===== config.mk =====
export PLATFORM = sky130hd
export DESIGN_NAME = carry_chain_accum_flat
export DESIGN_NICKNAME = d
export VERILOG_FILES = /design/src/rtl/carry_chain_pkg.sv /design/src/rtl/carry_chain_accum_if.sv /design/src/rtl/carry_chain_adder.sv /design/src/rtl/carry_chain_carry4.sv /design/src/rtl/carry_chain_accum.sv /design/src/flat_wrapper.sv
export SDC_FILE = /design/constraint.sdc
export NUM_CORES = 1
export LEC_CHECK = 0
export BUFFER_PORTS_ARGS = -buffer_cell sky130_fd_sc_hd__buf_2
export CAP_MARGIN = 40
export CORE_MARGIN = 2
export CORE_UTILIZATION = 55
export CTS_BUF_LIST = sky130_fd_sc_hd__clkbuf_4 sky130_fd_sc_hd__clkbuf_8
export CTS_CLUSTER_SIZE = 28
export DETAILED_ROUTE_END_ITERATION = 7
export GPL_ROUTABILITY_DRIVEN = 0
export PLACE_DENSITY = 0.86
export RECOVER_POWER = 50
export SETUP_SLACK_MARGIN = 0.05
export SYNTH_ARGS = -nofsm -noshare
export SYNTH_HDL_FRONTEND = slang
export SYNTH_SLANG_ARGS = --single-unit
export TNS_END_PERCENT = 10

===== constraint.sdc =====
create_clock -name clk -period 4.2 [get_ports clk]
set_input_delay 0.63 -clock clk [delete_from_list [all_inputs] [get_ports clk]]
set_output_delay 0.63 -clock clk [all_outputs]
set_load 0.1 [all_outputs]

===== src/rtl/carry_chain_pkg.sv =====
// Shared constants and helpers for the CARRY4-cascade minitests.
// Slice geometry and carry-in source encodings live here so every user agrees on them.
package carry_chain_pkg;

   localparam int SLICE_W    = 4;

   // Carry-in source for slice 0 of the cascade.
   localparam int CIN_CYINIT = 0;
   localparam int CIN_CI     = 1;

   function automatic int nslices(input int width);
      return (width + SLICE_W - 1) / SLICE_W;
   endfunction

endpackage


===== src/rtl/carry_chain_accum_if.sv =====
// Operand/result bundle for carry_chain_accum.
// The master drives operands and controls; the slave returns the registered result.
interface carry_chain_accum_if #(
   parameter int WIDTH = 16
);

   // Handshake: there is no back-pressure. The slave samples load/en/sub/cin/din on
   // every rising clk. valid is high for exactly one cycle after an edge that saw
   // load or en, and q/co/ovf are stable (held) whenever valid is low.
   logic             load;
   logic             en;
   logic             sub;
   logic             cin;
   logic [WIDTH-1:0] din;
   logic [WIDTH-1:0] q;
   logic             co;
   logic             ovf;
   logic             valid;

   modport master (
      output load, en, sub, cin, din,
      input  q, co, ovf, valid
   );

   modport slave (
      input  load, en, sub, cin, din,
      output q, co, ovf, valid
   );

endinterface


===== src/rtl/carry_chain_adder.sv =====
// Combinational WIDTH-bit adder built as a cascade of CARRY4 slices, with the slice-0
// carry-in routed either through CYINIT or through a passthrough CARRY4 onto CI.
module carry_chain_adder
   import carry_chain_pkg::*;
#(
   parameter int WIDTH    = 16,
   parameter int CIN_MODE = CIN_CYINIT
) (
   input  logic [WIDTH-1:0] a,
   input  logic [WIDTH-1:0] b,
   input  logic             cin,
   output logic [WIDTH-1:0] sum,
   output logic             cout
);

   localparam int NS = nslices(WIDTH);

   if (WIDTH < SLICE_W || (WIDTH % SLICE_W) != 0) begin : g_bad_width
      $error("carry_chain_adder: WIDTH must be a multiple of 4 and at least 4");
   end

   if (CIN_MODE != CIN_CYINIT && CIN_MODE != CIN_CI) begin : g_bad_mode
      $error("carry_chain_adder: CIN_MODE must be 0 or 1");
   end

   logic [NS-1:0]   co3;
   logic [3*NS-1:0] unused_co;
   logic            slice0_ci;
   logic            slice0_cyinit;

   if (CIN_MODE == CIN_CI) begin : g_cin_ci
      logic [3:0] unused_pt_o;
      logic [2:0] unused_pt_co;
      logic       pt_co3;

      // With S=0 every bit generates DI, so CO[3] reproduces DI[3] = cin.
      carry_chain_carry4 u_passthru (
         .ci     (1'b1),
         .cyinit (1'b1),
         .di     ({cin, 3'b000}),
         .s      (4'b0000),
         .o      (unused_pt_o),
         .co     ({pt_co3, unused_pt_co})
      );

      assign slice0_ci     = pt_co3;
      assign slice0_cyinit = 1'b0;
   end else begin : g_cin_cyinit
      assign slice0_ci     = 1'b0;
      assign slice0_cyinit = cin;
   end

   for (genvar k = 0; k < NS; k++) begin : g_slice
      logic ci_k;
      logic cyinit_k;

      if (k == 0) begin : g_first
         assign ci_k     = slice0_ci;
         assign cyinit_k = slice0_cyinit;
      end else begin : g_next
         assign ci_k     = co3[k-1];
         assign cyinit_k = 1'b0;
      end

      carry_chain_carry4 u_carry4 (
         .ci     (ci_k),
         .cyinit (cyinit_k),
         .di     (a[SLICE_W*k +: SLICE_W]),
         .s      (a[SLICE_W*k +: SLICE_W] ^ b[SLICE_W*k +: SLICE_W]),
         .o      (sum[SLICE_W*k +: SLICE_W]),
         .co     ({co3[k], unused_co[3*k +: 3]})
      );
   end

   assign cout = co3[NS-1];

endmodule


===== src/rtl/carry_chain_carry4.sv =====
// Behavioural model of one 4-bit CARRY4 slice: carry into bit 0 is CI | CYINIT,
// each bit propagates when S is high and generates DI otherwise.
module carry_chain_carry4 (
   input  logic       ci,
   input  logic       cyinit,
   input  logic [3:0] di,
   input  logic [3:0] s,
   output logic [3:0] o,
   output logic [3:0] co
);

   logic [4:0] c;

   always_comb begin
      c    = '0;
      c[0] = ci | cyinit;
      for (int i = 0; i < 4; i++) begin
         c[i+1] = s[i] ? c[i] : di[i];
      end
   end

   assign o  = s ^ c[3:0];
   assign co = c[4:1];

endmodule


===== src/rtl/carry_chain_accum.sv =====
// Registered accumulator around carry_chain_adder: load, add/subtract with carry-in,
// registered top carry, sticky signed overflow and a one-cycle update pulse.
module carry_chain_accum
   import carry_chain_pkg::*;
#(
   parameter int WIDTH    = 16,
   parameter int CIN_MODE = CIN_CYINIT
) (
   input logic                clk,
   input logic                rst_n,
   carry_chain_accum_if.slave bus
);

   if (WIDTH < SLICE_W || (WIDTH % SLICE_W) != 0) begin : g_bad_width
      $error("carry_chain_accum: WIDTH must be a multiple of 4 and at least 4");
   end

   logic [WIDTH-1:0] q_q, q_d;
   logic             co_q, co_d;
   logic             ovf_q, ovf_d;
   logic             valid_q, valid_d;

   logic [WIDTH-1:0] b;
   logic [WIDTH-1:0] sum;
   logic             cout;
   logic             v;

   // Subtraction is q + ~din + cin; cin=1 completes the two's complement.
   assign b = bus.din ^ {WIDTH{bus.sub}};

   carry_chain_adder #(
      .WIDTH    (WIDTH),
      .CIN_MODE (CIN_MODE)
   ) u_adder (
      .a    (q_q),
      .b    (b),
      .cin  (bus.cin),
      .sum  (sum),
      .cout (cout)
   );

   // Signed overflow: both addends share a sign and the result's sign differs.
   assign v = (q_q[WIDTH-1] == b[WIDTH-1]) && (sum[WIDTH-1] != q_q[WIDTH-1]);

   always_comb begin
      q_d     = q_q;
      co_d    = co_q;
      ovf_d   = ovf_q;
      valid_d = 1'b0;
      if (bus.load) begin
         q_d     = bus.din;
         co_d    = 1'b0;
         ovf_d   = 1'b0;
         valid_d = 1'b1;
      end else if (bus.en) begin
         q_d     = sum;
         co_d    = cout;
         ovf_d   = ovf_q | v;
         valid_d = 1'b1;
      end
   end

   always_ff @(posedge clk or negedge rst_n) begin
      if (!rst_n) begin
         q_q     <= '0;
         co_q    <= 1'b0;
         ovf_q   <= 1'b0;
         valid_q <= 1'b0;
      end else begin
         q_q     <= q_d;
         co_q    <= co_d;
         ovf_q   <= ovf_d;
         valid_q <= valid_d;
      end
   end

   assign bus.q     = q_q;
   assign bus.co    = co_q;
   assign bus.ovf   = ovf_q;
   assign bus.valid = valid_q;

endmodule


===== src/flat_wrapper.sv =====
// flat-port wrapper written by rule: the top's interface ports become plain ports
module carry_chain_accum_flat import carry_chain_pkg::*;
#(
   parameter int WIDTH    = 16,
   parameter int CIN_MODE = CIN_CYINIT
)
  (clk, rst_n, bus_load, bus_en, bus_sub, bus_cin, bus_din, bus_q, bus_co, bus_ovf, bus_valid);
  carry_chain_accum_if #(.WIDTH(WIDTH)) bus_i ();
  input logic clk;
  input logic rst_n;
  input wire logic [$bits(bus_i.load)-1:0] bus_load;
  input wire logic [$bits(bus_i.en)-1:0] bus_en;
  input wire logic [$bits(bus_i.sub)-1:0] bus_sub;
  input wire logic [$bits(bus_i.cin)-1:0] bus_cin;
  input wire logic [$bits(bus_i.din)-1:0] bus_din;
  output wire logic [$bits(bus_i.q)-1:0] bus_q;
  output wire logic [$bits(bus_i.co)-1:0] bus_co;
  output wire logic [$bits(bus_i.ovf)-1:0] bus_ovf;
  output wire logic [$bits(bus_i.valid)-1:0] bus_valid;
  assign bus_i.load = bus_load;
  assign bus_i.en = bus_en;
  assign bus_i.sub = bus_sub;
  assign bus_i.cin = bus_cin;
  assign bus_i.din = bus_din;
  assign bus_q = bus_i.q;
  assign bus_co = bus_i.co;
  assign bus_ovf = bus_i.ovf;
  assign bus_valid = bus_i.valid;
  carry_chain_accum #(.WIDTH(WIDTH), .CIN_MODE(CIN_MODE)) u_core (.clk(clk), .rst_n(rst_n), .bus(bus_i));
endmodule

==> impl_results.md <==
- Outcome: complete, no violations
- Top Family by Delay on Critical Path: compound AO/OA/AOI/OAI gates
- GRT overflow: 0
- Crit-path max FO: 6
- ANT cells: 0
- DR WL/cell: about 15 microns
- Pre-CTS setup slack: -0.137 ns
- Reg clk slew, reported paths: about 0.090 ns
- Vias per Instance: 6.31
- Synth top area share: roughly 18%
- PD cells: 463 nW/um^2
- HPWL after detailed placement: 4620 microns
- CP Launch Point: bus_din[0]
- # fillers: approximately 430
- R2R Setup Slk: 0.26 ns
- Post-synthesis cell count: about 370
- Top-count cell post-synth: nor2_1
- EDFF count, synth: 0
- Global-route wire length before repair: between 10,000 and 15,000 microns
- Synthesized area per cell: 7.14 sq um
- Slew @ Worst Pin: roughly 1.2 ns
- Die area: roughly 5300 sq um
- Netlist Area Pre-Place: 2610 sq um
- Tot Pwr: about 1.4 mW
- Hold Vio Cnt, Final: 0
- Total GRT Usage: about 26%
- Worst Setup Slack, final: approximately 0.23 ns
- Startpoint types: input pin
- Share of layout cells above drive strength 1: a little over a fifth
- Drt pass-1 iters: 4
- CTS H-Tree Depth: 1
- # IOs: a little over 40
- Slowest CP cell: a221oi_2
- R2R cell count: 15
- Initial Util: 56.3%
- DRC viols: 0
- End point of the critical path: u_core.bus.co$_DFFE_PN0P_
- Clock share of power: 10.6%
- Antenna violation net count after detailed routing: 0
- Max_slew headroom: between 20% and 30%
- VDD IR max: ~300 uV
- Clock Tree Buf Depth: 2
- Synth Flop Type: dfrtp_1
- Max-slew violation count: 0
- Std-Cell Rows: 25
- Syn. warnings: 0
- Combinational Power Share: between 60 and 70%
- Count of distinct cell types in the synthesized netlist: 63
- Initial antenna violation count: 0
- WP depth: 16
- Sw Ratio: ~57%
- CP max stage delay: roughly 0.4 ns
- Final Cycle Share: between 90% and 100%
- Syn_nets: about 390
- Area delta synth->final: 12.0%
- Int Power: approximately 580 uW
- Placed standard-cell area: 2830 sq um
- Critical Path AT: 4.07 ns
- Max-cap violation count: 0
- Routed wire length: around 6600 microns
- Crit path buf inv count: 1
- Synth Register Bits: 19
- Crit end category: flop
- Sequential area share after synthesis: between 15 and 20%
- Clk sinks: 19
- Net count, final: 412
- Worst r2r src: u_core.bus.q[4]$_DFFE_PN0P_
- WP data required: roughly 4.3 ns
- Skew final: between 0.008 and 0.009 ns
- Port Buf Inserts: 40
- CP Cell Sequence: buf_2 > nor2b_2 > o21ai_1 > a221oi_2 > o31ai_4 > a221o_1 > a31o_1 > o41ai_2 > a211oi_1 > a221oi_2 > nand2_2 > maj3_2 > o31a_1 > and2_1 > o21ai_1 > a311oi_2
- Core Area: ~4600 sq um
- Setup tns final: 0 ns
- Flop pwr share: between 20% and 30%
- R2r endpoint: u_core.bus.co$_DFFE_PN0P_
- Min Clock Period, post-route: a little under 4 ns
- Final Cell Area: 2920 sq um
- Fmax: ~250 MHz
- Largest net degree at the start of global routing: 36
- P_sw: about 780 uW
- FFs w/ async S/R, synth: 100%
- Clk root buf: clkbuf_8
- Drt initial violations: roughly 270
- Die width: 72.8 microns
- Synth top area cells: dfrtp_1 (18%), nor2_1 (4.8%), o21ai_0 (4.4%), a31oi_1 (4.1%), mux2i_1 (3.8%)
- Chip Height: 72.8 microns
- Vias in the first global route: 2,545
- CTS tree: done
- Leakage Power: 1.20 nW
- CP Class: in -> reg
- Vias: 2,796
- Area leader, netlist: dfrtp_1
- Setup violators final: 0
- HP Class: in -> async
- RSZ-0062 raised after global routing: true
- TritonCTS buffer count: 3
- Commonest cells in the netlist: nor2_1 (33), nand2_1 (26), o21ai_0 (23)
- Clock latency on the worst-skew pair: ~0.27 ns
==> metrics by stage <==
step	hold slack (ns)	utilization (%)	cells
6_report	0.561	63.1	443
4_1_cts	0.326	62.0	439
5_1_grt	0.621	63.1	443
3_3_place_gp	0.541	61.0	435
2_1_floorplan	0.334	-	365
3_5_place_dp	0.563	61.0	435
==> state kept, by name, summed over array words and instances (netlist names) <==
name,flops
u_core.bus.q,16
u_core.bus.ovf,1
u_core.bus.co,1
u_core.bus.valid,1
==> worst reg2reg max path: cells and delay by family (launching register included) <==
family | cells | cell delay (ns)
adders and majority gates | 1 | 0.33
and+or+nand+nor | 3 | 0.50
DFF | 1 | 0.50
AOI/OAI and AO/OA | 11 | 2.44
==> placed cells by master, fill, tap and decap left out, types with 3 or more instances in the layout <==
cell type	n
o32ai_1	6
nand2b_1	11
maj3_2	3
xor2_1	5
buf_2	32
a21boi_0	7
o22ai_1	5
a22oi_1	3
a21o_1	5
o21ai_0	22
o21ai_1	3
nor2b_1	3
a211oi_1	8
inv_1	18
and2_1	7
dfrtp_1	15
nor3_1	7
clkbuf_1	8
or2_2	5
buf_4	16
nand2_1	26
a31oi_1	17
dfrtp_2	4
mux2i_1	10
xnor2_1	8
nand3_1	18
nand3b_1	4
nor2_1	32
o22a_1	3
o211ai_1	3
maj3_1	9
a221oi_2	3
clkbuf_8	3
a21oi_1	19
==> power by group through the flow <==
stage          Clock [mW]  Sequential [mW]  Combinational, mW
2_1_floorplan           0            0.548              0.483
3_3_place_gp            0            0.312              0.845
3_5_place_dp            0            0.317              0.866
4_1_cts             0.145            0.314              0.869
5_1_grt             0.152            0.328              0.963
6_report            0.143            0.317              0.892
==> layer usage <==
layer,part of all wire (%),vias to the layer above,GRT usage (%)
li1,-,1390,-
met1,45,1318,34.4
met2,49,82,43.1
met3,4.9,6,2.62
met4,0.57,0,7.82
met5,0,-,0
==> what timing repair did <==
action                                  4_1_cts  5_1_grt
resized for setup                             0        6
endpoints found under the setup margin        0        6
hold buffers                                  0        0
setup buffers                                 0        4
==> logic make-up (layout without fill, tap and decap cells) <==
| group | count (synthesis) | after routing | synth area share (%) |
|---|---|---|---|
| compound gates | 131 | 131 | 36.7 |
| simple gates | 125 | 125 | 23.7 |
| buf+inv | 54 | 78 | 8.11 |
| flops | 19 | 19 | 18.2 |
| xor+xnor | 14 | 14 | 4.70 |
| fa+ha+maj | 12 | 12 | 4.75 |
| mux | 10 | 10 | 3.84 |
==> worst min path at each step <==
stage | startpoint | endpoint | slack, ns
6_report | rst_n | u_core.bus.valid$_DFF_PN0_ | 0.56
3_5_place_dp | u_core.bus.ovf$_DFFE_PN0P_ | u_core.bus.ovf$_DFFE_PN0P_ | 0.56
4_1_cts | rst_n | u_core.bus.q[6]$_DFFE_PN0P_ | 0.33
2_1_floorplan | rst_n | u_core.bus.co$_DFFE_PN0P_ | 0.33
3_3_place_gp | u_core.bus.co$_DFFE_PN0P_ | u_core.bus.co$_DFFE_PN0P_ | 0.54
5_1_grt | u_core.bus.ovf$_DFFE_PN0P_ | u_core.bus.ovf$_DFFE_PN0P_ | 0.62
==> layout make-up <==
| class | count | area (sq um) | area share (%) |
|---|---|---|---|
| clock buffer | 3 | 41.3 | 1.41 |
| clock inverter | 1 | 5.00 | 0.171 |
| inverter | 18 | 67.6 | 2.31 |
| multi-input combinational | 292 | 1950 | 66.7 |
| sequential | 19 | 480 | 16.5 |
| tap | 54 | 67.6 | 2.31 |
| timing repair buffer | 56 | 310 | 10.6 |
No activity file was read; power rests on OpenSTA's default activity.
